===== src/rtl/mc_controller.sv =====
// mc_controller: multicycle RV32I main FSM plus ALU decoder, stalling on mem_ready
// Ports: clk/reset (sync, active-high); op/funct3/funct7b5 from the instruction register;
// zero ALU flag; mem_ready memory handshake; pcwrite/adrsrc/memwrite/irwrite/resultsrc/
// alusrca/alusrcb/alucontrol/regwrite/immsrc datapath controls; illegal sticky trap flag.
// Define ILLEGAL_TRAP_EN to trap on illegal opcodes; otherwise they behave as nops.
module mc_controller (
    input  logic       clk,
    input  logic       reset,
    input  logic [6:0] op,
    input  logic [2:0] funct3,
    input  logic       funct7b5,
    input  logic       zero,
    input  logic       mem_ready,
    output logic       pcwrite,
    output logic       adrsrc,
    output logic       memwrite,
    output logic       irwrite,
    output logic [1:0] resultsrc,
    output logic [1:0] alusrca,
    output logic [1:0] alusrcb,
    output logic [2:0] alucontrol,
    output logic       regwrite,
    output logic [1:0] immsrc,
    output logic       illegal
);
    typedef enum logic [3:0] {
        FETCH, DECODE, MEMADR, MEMREAD, MEMWB, MEMWRITE,
        EXECUTER, EXECUTEI, ALUWB, BEQ, JAL, TRAP
    } state_t;
    state_t state, next;
    logic is_lw, is_sw, is_r, is_i, is_beq, is_jal;
    logic pcupdate, branch, irw, mw, rw;
    logic [1:0] aluop;
    assign is_lw  = op == 7'b0000011;
    assign is_sw  = op == 7'b0100011;
    assign is_r   = op == 7'b0110011;
    assign is_i   = op == 7'b0010011;
    assign is_beq = op == 7'b1100011;
    assign is_jal = op == 7'b1101111;
    assign immsrc = is_sw ? 2'b01 : is_beq ? 2'b10 : is_jal ? 2'b11 : 2'b00;
    always_comb begin
        next = state;
        case (state)
            FETCH:    next = mem_ready ? DECODE : FETCH;
            DECODE:   next = (is_lw | is_sw) ? MEMADR : is_r ? EXECUTER : is_i ? EXECUTEI :
                             is_beq ? BEQ : is_jal ? JAL :
`ifdef ILLEGAL_TRAP_EN
                             TRAP;
`else
                             FETCH;
`endif
            MEMADR:   next = is_sw ? MEMWRITE : MEMREAD;
            MEMREAD:  next = mem_ready ? MEMWB : MEMREAD;
            MEMWB:    next = FETCH;
            MEMWRITE: next = mem_ready ? FETCH : MEMWRITE;
            EXECUTER: next = ALUWB;
            EXECUTEI: next = ALUWB;
            ALUWB:    next = FETCH;
            BEQ:      next = FETCH;
            JAL:      next = ALUWB;
            TRAP:     next = TRAP;
            default:  next = FETCH;
        endcase
    end
`ifdef ILLEGAL_TRAP_EN
    logic illegal_q;
    always_ff @(posedge clk) begin
        if (reset) begin
            state     <= FETCH;
            illegal_q <= 1'b0;
        end else begin
            state <= next;
            if (next == TRAP) illegal_q <= 1'b1;
        end
    end
    assign illegal = illegal_q;
`else
    always_ff @(posedge clk) begin
        if (reset) state <= FETCH;
        else state <= next;
    end
    assign illegal = 1'b0;
`endif
    always_comb begin
        pcupdate  = 1'b0;
        branch    = 1'b0;
        irw       = 1'b0;
        mw        = 1'b0;
        rw        = 1'b0;
        adrsrc    = 1'b0;
        resultsrc = 2'b00;
        alusrca   = 2'b00;
        alusrcb   = 2'b00;
        aluop     = 2'b00;
        case (state)
            FETCH: begin
                alusrcb   = 2'b10;
                resultsrc = 2'b10;
                irw       = mem_ready;
                pcupdate  = mem_ready;
            end
            DECODE: begin
                alusrca = 2'b01;
                alusrcb = 2'b01;
            end
            MEMADR: begin
                alusrca = 2'b10;
                alusrcb = 2'b01;
            end
            MEMREAD:  adrsrc = 1'b1;
            MEMWB: begin
                resultsrc = 2'b01;
                rw        = 1'b1;
            end
            MEMWRITE: begin
                adrsrc = 1'b1;
                mw     = 1'b1;
            end
            EXECUTER: begin
                alusrca = 2'b10;
                aluop   = 2'b10;
            end
            EXECUTEI: begin
                alusrca = 2'b10;
                alusrcb = 2'b01;
                aluop   = 2'b10;
            end
            ALUWB:    rw = 1'b1;
            BEQ: begin
                alusrca = 2'b10;
                aluop   = 2'b01;
                branch  = 1'b1;
            end
            JAL: begin
                alusrca  = 2'b01;
                alusrcb  = 2'b10;
                pcupdate = 1'b1;
            end
            default: ;
        endcase
    end
    // funct7b5 selects sub only for R-type (op[5]); I-type addi ignores it
    assign alucontrol = aluop == 2'b00 ? 3'b000 :
                        aluop == 2'b01 ? 3'b001 :
                        funct3 == 3'b000 ? ((op[5] & funct7b5) ? 3'b001 : 3'b000) :
                        funct3 == 3'b010 ? 3'b101 :
                        funct3 == 3'b110 ? 3'b011 :
                        funct3 == 3'b111 ? 3'b010 : 3'b000;
    // write enables are suppressed while reset is held so an abandoned access leaves no trace
    assign pcwrite  = ~reset & (pcupdate | (branch & zero));
    assign irwrite  = ~reset & irw;
    assign memwrite = ~reset & mw;
    assign regwrite = ~reset & rw;
endmodule


===== config.mk =====
export PLATFORM = sky130hd
export DESIGN_NAME = mc_controller
export DESIGN_NICKNAME = d
export VERILOG_FILES = /design/src/rtl/mc_controller.sv
export SDC_FILE = /design/constraint.sdc
export NUM_CORES = 1
export LEC_CHECK = 0
export CAP_MARGIN = 10
export CORE_MARGIN = 2
export CORE_UTILIZATION = 41
export CTS_CLUSTER_DIAMETER = 100
export CTS_CLUSTER_SIZE = 25
export DETAILED_ROUTE_END_ITERATION = 10
export PLACE_DENSITY = 0.84
export SYNTH_ARGS = -nofsm -noshare
export SYNTH_HDL_FRONTEND = slang
export SYNTH_SLANG_ARGS = --single-unit
export TNS_END_PERCENT = 1

===== constraint.sdc =====
create_clock -name clk -period 3.25 [get_ports clk]
set_input_delay 0.325 -clock clk [delete_from_list [all_inputs] [get_ports clk]]
set_output_delay 0.325 -clock clk [all_outputs]
set_load 0.01 [all_outputs]

==> flow_summary_export.csv <==
group,metric,value,unit
global_routing,grt_max_degree,21,
synth,synthFlopType,"dfxtp_1",
global_routing,grt_overflow,0,
run_status,outcome,"finished clean",
global_routing,track_usage,19.1,%
synth,synthCells,87,
route,drc,0,
pwr,switching_share,27.0,%
pwr,vdd_ir_drop_max,146,uV
worst_setup_path,worstPathRequired,2.92,ns
die,die_area,1760,sq um
place,hpwlAfterDp,1300,um
timing,grt_setup_unrepaired,"no",
synth,yosys_warnings,0,
pwr,p_clk_share,35.2,%
worst_setup_path,critPathLaunchType,"register",
pwr,seqPwrFrac,31.2,%
synth,synthesis.area,592,sq um
synth,synth_top_cell_by_area,"dfxtp_1",
synth,yosys-top-cells-area,"dfxtp_1 (14%), nor2_1 (8.2%), nor3_1 (5.9%), a31oi_1 (5.3%), nand2b_1 (5.3%)",
clock_network,insertion_delay,0.23,ns
synth,synth_cell_types,36,
route,viasPerCell,5.69,
clock_network,cts_max_level,1,
clock_network,holdBufCountCts,0,
global_routing,gr-usage-met2,34.1,%
min_path,hold_path.class,"in -> reg",
timing,min_period_over_period,75.0,%
global_routing,grt_pass1_wl,2700,um
timing,tns,0,ns
timing,timing.fmax,410,MHz
die,die-height,42.0,um
clock_network,cts_made_buffers,3,
die,core-area,1320,sq um
synth,async_reset_ff_share,0,%
pwr,pwr-share-comb,33.7,%
pwr,switching_power,0.0000462,W
die,pin_count,32,
timing,max_slew_margin,56.4,%
global_routing,grt_pass1_vias,676,
worst_setup_path,crit_path_end_kind,"output port",
global_routing,use_met1,22.4,%
clock_network,cts_resized,0,
route,wl,1570,um
synth,synth-edff-count,0,
synth,avgSynthCellArea,6.80,sq um
synth,synth.yosys.seq_area_share,13.5,%
layout,insertedDiodeCount,0,
place,globalplace.congestion,0.830,
route,first_pass_iters,4,
layout,largest_register_ffs,4,
layout,drive_gt1_share,6.14,%
clock_network,cts.clk_slew.worst_paths,0.04,ns
layout,nNetsFinal,131,
timing,finalHoldViolations,0,
clock_network,cts_buffer_depth,2,
clock_network,cts_tree,"built",
route,drtIter0Drc,5,
route,wire_per_inst,12.2,um
global_routing,antenna_found_initial,0,
place,portBuffers,30,
pwr,p_int,0.000125,W
timing,min_period,2.44,ns
worst_setup_path,arrival,2.11,ns
layout,largest_register,"state",
timing,final_max_slew_viol_count,0,
synth,yosysTopAreaCellShare,13.5,%
pwr,leakage,0.317,nW
layout,reg.largest.list,"state: 4 flops",
timing,tightest_slew,0.653,ns
timing,fin_skew,0.00367,ns
clock_network,post_cts_buffers,0,
die,start_util,44.9,%
place,dp.cells,126,
clock_network,root_buffer,"clkbuf_4",
synth,syn_nets,102,
synth,synth_seq_cells,4,
timing,setup_viol,0,
layout,final_cell_count_no_fill,129,
worst_setup_path,worstSetupPathType,"reg -> out",
route,vias,734,
pwr,power_density,193,nW/um^2
global_routing,use_met3,3.02,%
die,die_w,42.0,um
layout,area_growth,50.1,%
job,cap_violations,0,
clock_network,cts.sinks,4,
worst_setup_path,crit_fanout,20,
global_routing,top_usage_layer,"met2",
route,drtAntennaViolNets,0,
die,num_rows,13,
worst max-delay path, stage by stage, from the launching register on:
cell and delay (ns):
dfxtp_1 0.73, nor2b_1 0.30, a21oi_1 0.08, nor3_1 0.11, or2_1 0.12, clkdlybuf4s50_1 0.53
power groups by stage:
stage	Clock, W	Combinational, W	Sequential, W
final	0.0000602	0.0000576	0.0000533
after global routing	0.0000672	0.0000626	0.0000536
after CTS	0.0000619	0.0000580	0.0000533
after detailed placement	0	0.0000578	0.0000540
after global placement	0	0.0000567	0.0000540
after floorplan	0	0.0000271	0.0000515
cell usage after synthesis (2+ instances only):
cell type / count
a21oi_1: 5
a31oi_1: 5
and2b_1: 2
buf_2: 3
buf_6: 2
dfxtp_1: 4
inv_1: 2
nand2_1: 3
nand2b_1: 5
nand3_1: 3
nand3b_1: 2
nand4b_1: 2
nor2_1: 13
nor2b_1: 5
nor3_1: 7
nor3_2: 2
o21ai_0: 2
xor2_1: 2
final timing paths:
path         startpoint        to  slack [ns]  cells past startpoint
min               reset  state[0]        0.76                      2
max reg2reg    state[1]  state[0]        1.72                      4
max            state[1]   pcwrite        0.81                      5
min reg2reg    state[1]  state[1]        0.82                      2
cells by family after synthesis:
| kind of cell | Yosys count | synth area share, % |
|---|---|---|
| buffers and inverters | 8 | 8.88 |
| other | 1 | 0.634 |
| multiplexers | 1 | 1.69 |
| XOR/XNOR | 3 | 4.44 |
| flip-flops | 4 | 13.5 |
| AO/OA/AOI/OAI | 18 | 19.5 |
| AND/OR/NAND/NOR | 52 | 51.4 |
final cells by class:
type	count	area (sq um)
inverter	2	7.51
multi-input combinational	75	459
tap	15	18.8
sequential	4	80.1
fill	129	429
timing repair buffer	30	300
clock buffer	3	22.5
per-layer routing:
metal	vias up	part of all wire, %
met5	-	0
met4	0	0.83
met3	2	3.7
met2	21	51
met1	345	45
li1	366	-
cells in the final DEF, fill, tap and decap left out, drive strengths merged, types with 3 or more instances in the layout:
master          n
clkbuf          3
a21oi           5
clkdlybuf4s50  30
nor2           14
nor3            9
a31oi           5
dfxtp           4
nand2b          5
nand3           3
nand2           3
nor2b           5
metrics by stage:
step	power [W]	worst slack (ns)	instance area (sq um)	hold WS, ns	utilization, %
final	0.000171	0.811	888	0.760	67.4
after global routing	0.000183	0.658	888	0.777	67.4
after CTS	0.000173	0.806	888	0.760	67.4
after detailed placement	0.000112	1.01	866	0.807	65.7
after global placement	0.000111	1.04	866	0.807	65.7
after floorplan	0.0000787	1.80	592	0.394	-
No activity file was read; power rests on OpenSTA's default activity.
